--- src/rtl/id_hazard_ctrl_if.sv ---
// Decode-side hazard control bundle: decoded operands, writeback
// retire port and the resulting pipeline sequencing controls.
interface id_hazard_ctrl_if #(
    parameter int NREG = 8,
    parameter int RW   = 3
);
    logic            dec_valid;
    logic [RW-1:0]   src1;
    logic [RW-1:0]   src2;
    logic [RW-1:0]   src3;
    logic [2:0]      use_src;
    logic [RW-1:0]   dst;
    logic            dst_we;
    logic            jump;
    logic            wb_valid;
    logic [RW-1:0]   wb_reg;
    logic            issue;
    logic            pc_en;
    logic            bubble;
    logic            squash;
    logic [NREG-1:0] busy;
    logic            err;

    modport master (
        output dec_valid, src1, src2, src3, use_src,
        output dst, dst_we, jump, wb_valid, wb_reg,
        input  issue, pc_en, bubble, squash, busy, err
    );

    modport slave (
        input  dec_valid, src1, src2, src3, use_src,
        input  dst, dst_we, jump, wb_valid, wb_reg,
        output issue, pc_en, bubble, squash, busy, err
    );
endinterface

--- src/rtl/id_hazard_ctrl.sv ---
// Decode-stage scoreboard: per-register pending-write counters,
// RAW/WAW stall generation and post-jump squash sequencing.
module id_hazard_ctrl #(
    parameter int ARQ       = 16,
    parameter int NREG      = 8,
    parameter int FLUSH_CYC = 1
) (
    input logic            clk,
    input logic            rst,
    id_hazard_ctrl_if.slave bus
);
    localparam int RW = $clog2(NREG);

    typedef enum logic {
        RUN   = 1'b0,
        FLUSH = 1'b1
    } state_t;

    if (FLUSH_CYC < 1 || FLUSH_CYC > 7 || ARQ < 1) begin : g_bad_param
        $error("id_hazard_ctrl: illegal parameter value");
    end

    state_t     state;
    logic [2:0] fcnt;
    logic       err_q;
    logic [1:0] cnt     [NREG];
    logic [1:0] cnt_nxt [NREG];
    logic [RW-1:0] srcs [3];

    logic raw;
    logic waw;
    logic hazard;
    logic issue;
    logic pc_en;
    logic bubble;
    logic squash;
    logic wb_spur;

    assign srcs[0] = bus.src1;
    assign srcs[1] = bus.src2;
    assign srcs[2] = bus.src3;

    // Hazards look only at registered counts; no writeback bypass.
    always_comb begin
        raw = 1'b0;
        for (int i = 0; i < 3; i++) begin
            if (bus.use_src[i] && cnt[srcs[i]] != 2'd0) raw = 1'b1;
        end
    end

    assign waw    = bus.dst_we && cnt[bus.dst] == 2'd3;
    assign hazard = bus.dec_valid && (raw || waw);

    always_comb begin
        issue  = 1'b0;
        pc_en  = 1'b0;
        bubble = 1'b1;
        squash = 1'b0;
        if (rst) begin
            if (state == FLUSH) begin
                pc_en  = 1'b1;
                squash = 1'b1;
            end else if (hazard) begin
                pc_en  = 1'b0;
            end else if (bus.dec_valid) begin
                issue  = 1'b1;
                pc_en  = 1'b1;
                bubble = 1'b0;
            end else begin
                pc_en  = 1'b1;
            end
        end
    end

    always_comb begin
        for (int r = 0; r < NREG; r++) begin
            logic inc;
            logic dec;
            inc = issue && bus.dst_we && bus.dst == RW'(r);
            dec = bus.wb_valid && bus.wb_reg == RW'(r)
                  && cnt[r] != 2'd0;
            cnt_nxt[r] = cnt[r];
            if (inc && !dec) cnt_nxt[r] = cnt[r] + 2'd1;
            else if (dec && !inc) cnt_nxt[r] = cnt[r] - 2'd1;
        end
    end

    assign wb_spur = bus.wb_valid && cnt[bus.wb_reg] == 2'd0;

    always_ff @(posedge clk or negedge rst) begin
        if (!rst) begin
            state <= RUN;
            fcnt  <= 3'd0;
            err_q <= 1'b0;
            for (int r = 0; r < NREG; r++) cnt[r] <= 2'd0;
        end else begin
            for (int r = 0; r < NREG; r++) cnt[r] <= cnt_nxt[r];
            if (wb_spur) err_q <= 1'b1;
            case (state)
                RUN: begin
                    if (issue && bus.jump) begin
                        state <= FLUSH;
                        fcnt  <= 3'(FLUSH_CYC);
                    end
                end
                FLUSH: begin
                    fcnt <= fcnt - 3'd1;
                    if (fcnt == 3'd1) state <= RUN;
                end
                default: state <= RUN;
            endcase
        end
    end

    always_comb begin
        bus.busy = '0;
        for (int r = 0; r < NREG; r++) begin
            bus.busy[r] = rst && cnt[r] != 2'd0;
        end
    end

    assign bus.issue  = issue;
    assign bus.pc_en  = pc_en;
    assign bus.bubble = bubble;
    assign bus.squash = squash;
    assign bus.err    = err_q;
endmodule

--- src/flat_wrapper.sv ---
// flat-port wrapper written by rule: the top's interface ports become plain ports
module id_hazard_ctrl_flat 
#(
    parameter int ARQ       = 16,
    parameter int NREG      = 8,
    parameter int FLUSH_CYC = 1
)
  (clk, rst, bus_dec_valid, bus_src1, bus_src2, bus_src3, bus_use_src, bus_dst, bus_dst_we, bus_jump, bus_wb_valid, bus_wb_reg, bus_issue, bus_pc_en, bus_bubble, bus_squash, bus_busy, bus_err);
  id_hazard_ctrl_if #(.NREG(NREG), .RW(3)) bus_i ();
  input logic clk;
  input logic rst;
  input wire logic [$bits(bus_i.dec_valid)-1:0] bus_dec_valid;
  input wire logic [$bits(bus_i.src1)-1:0] bus_src1;
  input wire logic [$bits(bus_i.src2)-1:0] bus_src2;
  input wire logic [$bits(bus_i.src3)-1:0] bus_src3;
  input wire logic [$bits(bus_i.use_src)-1:0] bus_use_src;
  input wire logic [$bits(bus_i.dst)-1:0] bus_dst;
  input wire logic [$bits(bus_i.dst_we)-1:0] bus_dst_we;
  input wire logic [$bits(bus_i.jump)-1:0] bus_jump;
  input wire logic [$bits(bus_i.wb_valid)-1:0] bus_wb_valid;
  input wire logic [$bits(bus_i.wb_reg)-1:0] bus_wb_reg;
  output wire logic [$bits(bus_i.issue)-1:0] bus_issue;
  output wire logic [$bits(bus_i.pc_en)-1:0] bus_pc_en;
  output wire logic [$bits(bus_i.bubble)-1:0] bus_bubble;
  output wire logic [$bits(bus_i.squash)-1:0] bus_squash;
  output wire logic [$bits(bus_i.busy)-1:0] bus_busy;
  output wire logic [$bits(bus_i.err)-1:0] bus_err;
  assign bus_i.dec_valid = bus_dec_valid;
  assign bus_i.src1 = bus_src1;
  assign bus_i.src2 = bus_src2;
  assign bus_i.src3 = bus_src3;
  assign bus_i.use_src = bus_use_src;
  assign bus_i.dst = bus_dst;
  assign bus_i.dst_we = bus_dst_we;
  assign bus_i.jump = bus_jump;
  assign bus_i.wb_valid = bus_wb_valid;
  assign bus_i.wb_reg = bus_wb_reg;
  assign bus_issue = bus_i.issue;
  assign bus_pc_en = bus_i.pc_en;
  assign bus_bubble = bus_i.bubble;
  assign bus_squash = bus_i.squash;
  assign bus_busy = bus_i.busy;
  assign bus_err = bus_i.err;
  id_hazard_ctrl #(.ARQ(ARQ), .NREG(NREG), .FLUSH_CYC(FLUSH_CYC)) u_core (.clk(clk), .rst(rst), .bus(bus_i));
endmodule
--- config.mk ---
export PLATFORM = sky130hd
export DESIGN_NAME = id_hazard_ctrl_flat
export DESIGN_NICKNAME = d
export VERILOG_FILES = /design/src/rtl/id_hazard_ctrl_if.sv /design/src/rtl/id_hazard_ctrl.sv /design/src/flat_wrapper.sv
export SDC_FILE = /design/constraint.sdc
export NUM_CORES = 1
export LEC_CHECK = 0
export ABC_CLOCK_PERIOD_IN_PS = 5300
export CAP_MARGIN = 20
export CORE_MARGIN = 5
export CORE_UTILIZATION = 55
export DETAILED_ROUTE_END_ITERATION = 7
export PLACE_DENSITY = 0.85
export SKIP_LAST_GASP = 1
export SLEW_MARGIN = 20
export SYNTH_ARGS = -nofsm -noshare
export SYNTH_HDL_FRONTEND = slang
export SYNTH_SLANG_ARGS = --single-unit
--- constraint.sdc ---
create_clock -name clk -period 5.3 [get_ports clk]
set_clock_uncertainty 0.2 [all_clocks]
set_input_delay 1.325 -clock clk [delete_from_list [all_inputs] [get_ports clk]]
set_output_delay 1.325 -clock clk [all_outputs]
set_load 0.02 [all_outputs]
Yosys cells after proc, flatten, opt, wreduce, memory -nomap -nowiden
Cells that the tools add are included.
- register bits: 21
- logic and storage cells: 203
- $lt $le $gt $ge: 5
- reductions and logical operators: 95
- add/subtract/negate cells: 17
- bitwise operators: 6
- mux-type cells: 52
- equality and inequality tests: 17
- operators with widths (kind ; count):
    logical AND 1 bit ; 56
    2-to-1 mux 2 bit ; 26
    nonzero test 2 bit ; 19
    binary-select mux 2 bit (select 3 bit) ; 5
    equality test 3 bit, second input constant ; 8
    greater-or-equal comparator 4 bit, second input constant ; 5
    inverter 3 -> 4 bit ; 5
    2-to-1 mux 1 bit ; 18
    adder 2 x 1 -> 2 bit, second input constant ; 8
    logical NOT 1 bit ; 16
    subtractor 2 x 1 -> 2 bit, second input constant ; 8
    equality test 3 x 2 -> 1 bit, second input constant ; 4
    equality test 3 x 1 -> 1 bit, second input constant ; 3
    logical NOT 3 bit ; 2
    case mux 3 bit (2 select lines) ; 1
    2-to-1 mux 3 bit ; 1
    subtractor 3 x 1 -> 3 bit, second input constant ; 1
    equality test 2 bit, second input constant ; 1
    logical NOT 2 bit ; 1
    != test 2 x 1 -> 1 bit, second input constant ; 1
    case mux 1 bit (2 select lines) ; 1
    logical OR 1 bit ; 1
    inverter 1 bit ; 1

Logic depth before layout (Yosys ltp)
- word-level depth: 20
- depth in mapped cells: 12
- mapped depth without buffers: 10

Least setup slack after synthesis
Ideal clock, no wire load.
- kind: input port to output port
- start: in bus_dst[1]
- end: out bus_pc_en
- stages: 6
- path slack: 0.983 ns
- arrival: 2.792 ns
- path through: buf_2 -> mux4_2 -> a221o_1 -> nand4b_2 -> nor2_1 -> o31a_1
- longest elaborated chain between the ends: 11
- ends and longest elaborated chain (item ; RTL line ; RTL):
    start: declaration ; flat_wrapper.sv:17 ; input wire logic [$bits(bus_i.dst)-1:0] bus_dst;
    inverter 3 -> 4 bit (implied by the code) ; id_hazard_ctrl.sv:51 ; assign waw = bus.dst_we && cnt[bus.dst] == 2'd3;
    binary-select mux 2 bit (select 3 bit) ; id_hazard_ctrl.sv:51 ;
    2-to-1 mux 2 bit (implied by the code) (2 in series) ; id_hazard_ctrl.sv:51 ;
    equality test 2 bit ; id_hazard_ctrl.sv:51 ;
    logical AND 1 bit ; id_hazard_ctrl.sv:51 ;
    logical OR 1 bit ; id_hazard_ctrl.sv:52 ; assign hazard = bus.dec_valid && (raw || waw);
    logical AND 1 bit ; id_hazard_ctrl.sv:52 ;
    2-to-1 mux 1 bit ; id_hazard_ctrl.sv:63 ; end else if (hazard) begin
    2-to-1 mux 1 bit ; id_hazard_ctrl.sv:60 ; if (state == FLUSH) begin
    2-to-1 mux 1 bit ; id_hazard_ctrl.sv:59 ; if (rst) begin
    end: declaration ; flat_wrapper.sv:23 ; output wire logic [$bits(bus_i.pc_en)-1:0] bus_pc_en;
Every way passes these cells. The select of a mux whose other input is x is not followed.

Worst setup path in the final report
Ends and elaborated chain as after synthesis.

==> key figures <==
Synthesis
  • Mean Syn Cell Area: 9.29 um2
  • EDFF count, synth: 0
  • Yosys top cell area share: 30.4%
  • Post-synth top flop: dfrtp_1
  • Post-synth ARST share: 100%
  • Synthesis Warnings: 0
  • Cell with the most instances after synthesis: nor2_1
  • Syn nets: 220
  • Register area share after synthesis: 30.4%
  • Synth cell types: 47
  • Post-synthesis cell area: 1730 um2
  • Synth top area cells: dfrtp_1 30%, xor2_1 9.1%, ha_1 7.2%, mux4_2 5.2%, nor2_1 5.2%
  • Post-synthesis register bit count: 21
  • Synth Instances: 186
  • Commonest cells post-synth: 24 x nor2_1, 21 x dfrtp_1, 18 x xor2_1, 11 x nor2b_1
  • Post-synth top area cell: dfrtp_1

STA
  • Fin. max-slew vios: 0
  • Setup TNS: 0 ps
  • Rel. slew slack: 61.0%
  • Min setup slack post-route: 112 ps
  • Min Tclk post-route: 5190 ps
  • Number of failing hold endpoints at the final stage: 0
  • RSZ-0062 raised after global routing: no
  • Final period util: 97.9%
  • Slew @ Worst Pin: 577 ps
  • Worst hold slack: 295 ps
  • Fmax: 193 MHz
  • Final count of negative-setup-slack endpoints: 0

Power
  • Maximum vdd drop: 0.232 mV
  • Total power: 0.879 mW
  • Power Dens Cells: 409 nW/um2
  • Leakage: 0.933 nW

Global routing
  • Pin count of the biggest net entering global routing: 16
  • GR Util All Layers: 23.5%
  • Vias in the first global route: 1588
  • GR Overflow Total: 0
  • Initial antenna violation count: 0
  • Global-route wire length before repair: 7790 um

Die
  • Starting Density: 57.1%
  • IO Pins: 37
  • DIE AREA: 4360 um2
  • Die width: 66.1 um
  • Row count: 20
  • Die H: 66.1 um
  • Core ar.: 3030 um2

Drt
  • Initial DRC count: 164
  • Met1 Routed Length: 1880 um
  • Top layer in use: met4
  • Antenna Nets Post-Route: 0
  • Via count: 1597
  • 1st-pass router iterations: 4
  • DRC violations left: 0
  • Vias per inst: 6.03
  • Met2 WL post-DR: 2210 um
  • Met3 Routed Length: 318 um
  • Wire per inst: 17.2 um
  • Post-Route WL: 4560 um

Cells and area
  • Area grow syn2layout: 24.4%
  • Cell area after layout: 2150 um2
  • Fillcell total: 247
  • Fraction of layout cells with a size suffix above 1: 8.14%
  • Nets: 256
  • N_diodes: 0
  • Final Non-Filler Cells: 265
  • Final Util: 71.0%

Critical path
  • CP startpoint kind: primary input
  • Crit Path Max Fanout: 3
  • Crit. End Element: output port
  • Req. time, crit path: 3770 ps
  • Critical Path AT: 3660 ps
  • Worst setup path class: in2out
  • Top cell by count, worst path: clkdlybuf4s50_1
  • Crit path max-delay cell type: clkdlybuf4s50_1
  • Worst-path cell chain: clkdlybuf4s50_1, mux4_2, a221o_1, nand4b_2, nor2_1, o31a_1, clkdlybuf4s50_1
  • Slowest stage delay, CP: 530 ps

Placement
  • Final Wtd Congestion: 0.937
  • Detailed placement HPWL: 3580 um
  • DP Worst Slack: 103 ps
  • PortBufs: 36
  • Placed Instances: 261
  • Placed Area: 2120 um2

CTS
  • CTS tree: done
  • Total CTS buffers: 3
  • Root Driver: clkbuf_4
  • Worst-case clock buffer depth: 2
  • Sink Count: 21
  • Cts hold-fix bufs: 0
  • Clock transition at path regs: 120 ps
  • Worst skew pair latency: 320 ps
  • CTS H-tree lvls: 1

Run
  • Max-cap viol count: 0

Worst hold path
  • Hold/Removal Path Class: reg2reg

Status
  • Outcome: finished clean
## layout make-up
cell class	count	area (um2)	area share (%)
multi-input combinational	147	1110	51.6
sequential	21	526	24.4
clock buffer	4	26.3	1.22
inverter	8	30.0	1.40
tap	44	55.1	2.56
timing repair buffer	41	403	18.7
## state kept, by name, indices dropped and copies added, names as in the netlist
| signal | cells |
|---|---|
| u_core.cnt | 16 |
| u_core.fcnt | 3 |
| u_core.state | 1 |
| u_core.bus.err | 1 |
## where the power goes
part,switching (mW),internal [mW],leakage [nW]
Combinational,0.213,0.222,0.669
Clock,0.0517,0.0295,0.0150
Sequential,0.126,0.237,0.249
Total,0.390,0.489,0.933
## layer usage
layer  up-vias  global-route usage (%)
li1        730                       -
met1       772                    29.3
met2        79                    38.9
met3        16                    4.08
met4         0                    11.4
met5         -                       0
## worst max-delay path: cells and delay by family
kind                   cells  cell delay (ps)
buffers and inverters      2             1040
AO/OA/AOI/OAI              2              600
multiplexers               1              520
AND/OR/NAND/NOR            2              170
## cell usage in the layout (no fill, tap or decap), types with 2 or more instances in the layout
master           synthesis  routed
a21oi_1                  3       3
a311oi_1                 2       2
and3_1                   5       5
buf_4                    4       5
clkbuf_4                 0       3
clkdlybuf4s50_1          0      34
dfrtp_1                 21      21
dlymetal6s2s_1           0       2
ha_1                    10      10
inv_1                    8       8
mux4_2                   4       4
nand2_1                 10      10
nand3_1                  3       3
nand3b_1                 3       3
nor2_1                  24      24
nor2b_1                 11      11
nor3_1                   6       6
nor3b_1                  4       4
nor4b_1                  6       6
o21ai_0                  4       4
or4_1                    2       2
xnor2_1                  8       8
xor2_1                  18      18
## what timing repair did
item	in CTS	in global routing
setup endpoints to repair	0	3
gates resized for setup	0	2
setup buffers	0	0
## kinds of logic (layout without fill, tap and decap cells)
group / after synthesis / in the layout / synth area share, %
muxes: 6 / 6 / 6.44
buffers and inverters: 18 / 53 / 5.36
and+or+nand+nor: 85 / 85 / 28.5
xor gates and xnor gates: 26 / 26 / 13.2
AOI/OAI and AO/OA: 20 / 20 / 8.83
adders and majority gates: 10 / 10 / 7.24
DFF: 21 / 21 / 30.4
## path summary, 6_finish.rpt
kind                                      from              to  slack [ps]  cells past startpoint
min in group asynchronous                  rst   u_core.cnt[1]        1250                      2
worst max-delay path                bus_dst[1]       bus_pc_en         110                      7
worst max register to register   u_core.cnt[2]  u_core.cnt[11]        1940                     11
worst min-delay path            u_core.bus.err  u_core.bus.err         290                      1
worst min register to register  u_core.bus.err  u_core.bus.err         290                      1
max in group asynchronous                  rst  u_core.cnt[15]        3480                      2
No activity file was read; power rests on OpenSTA's default activity.
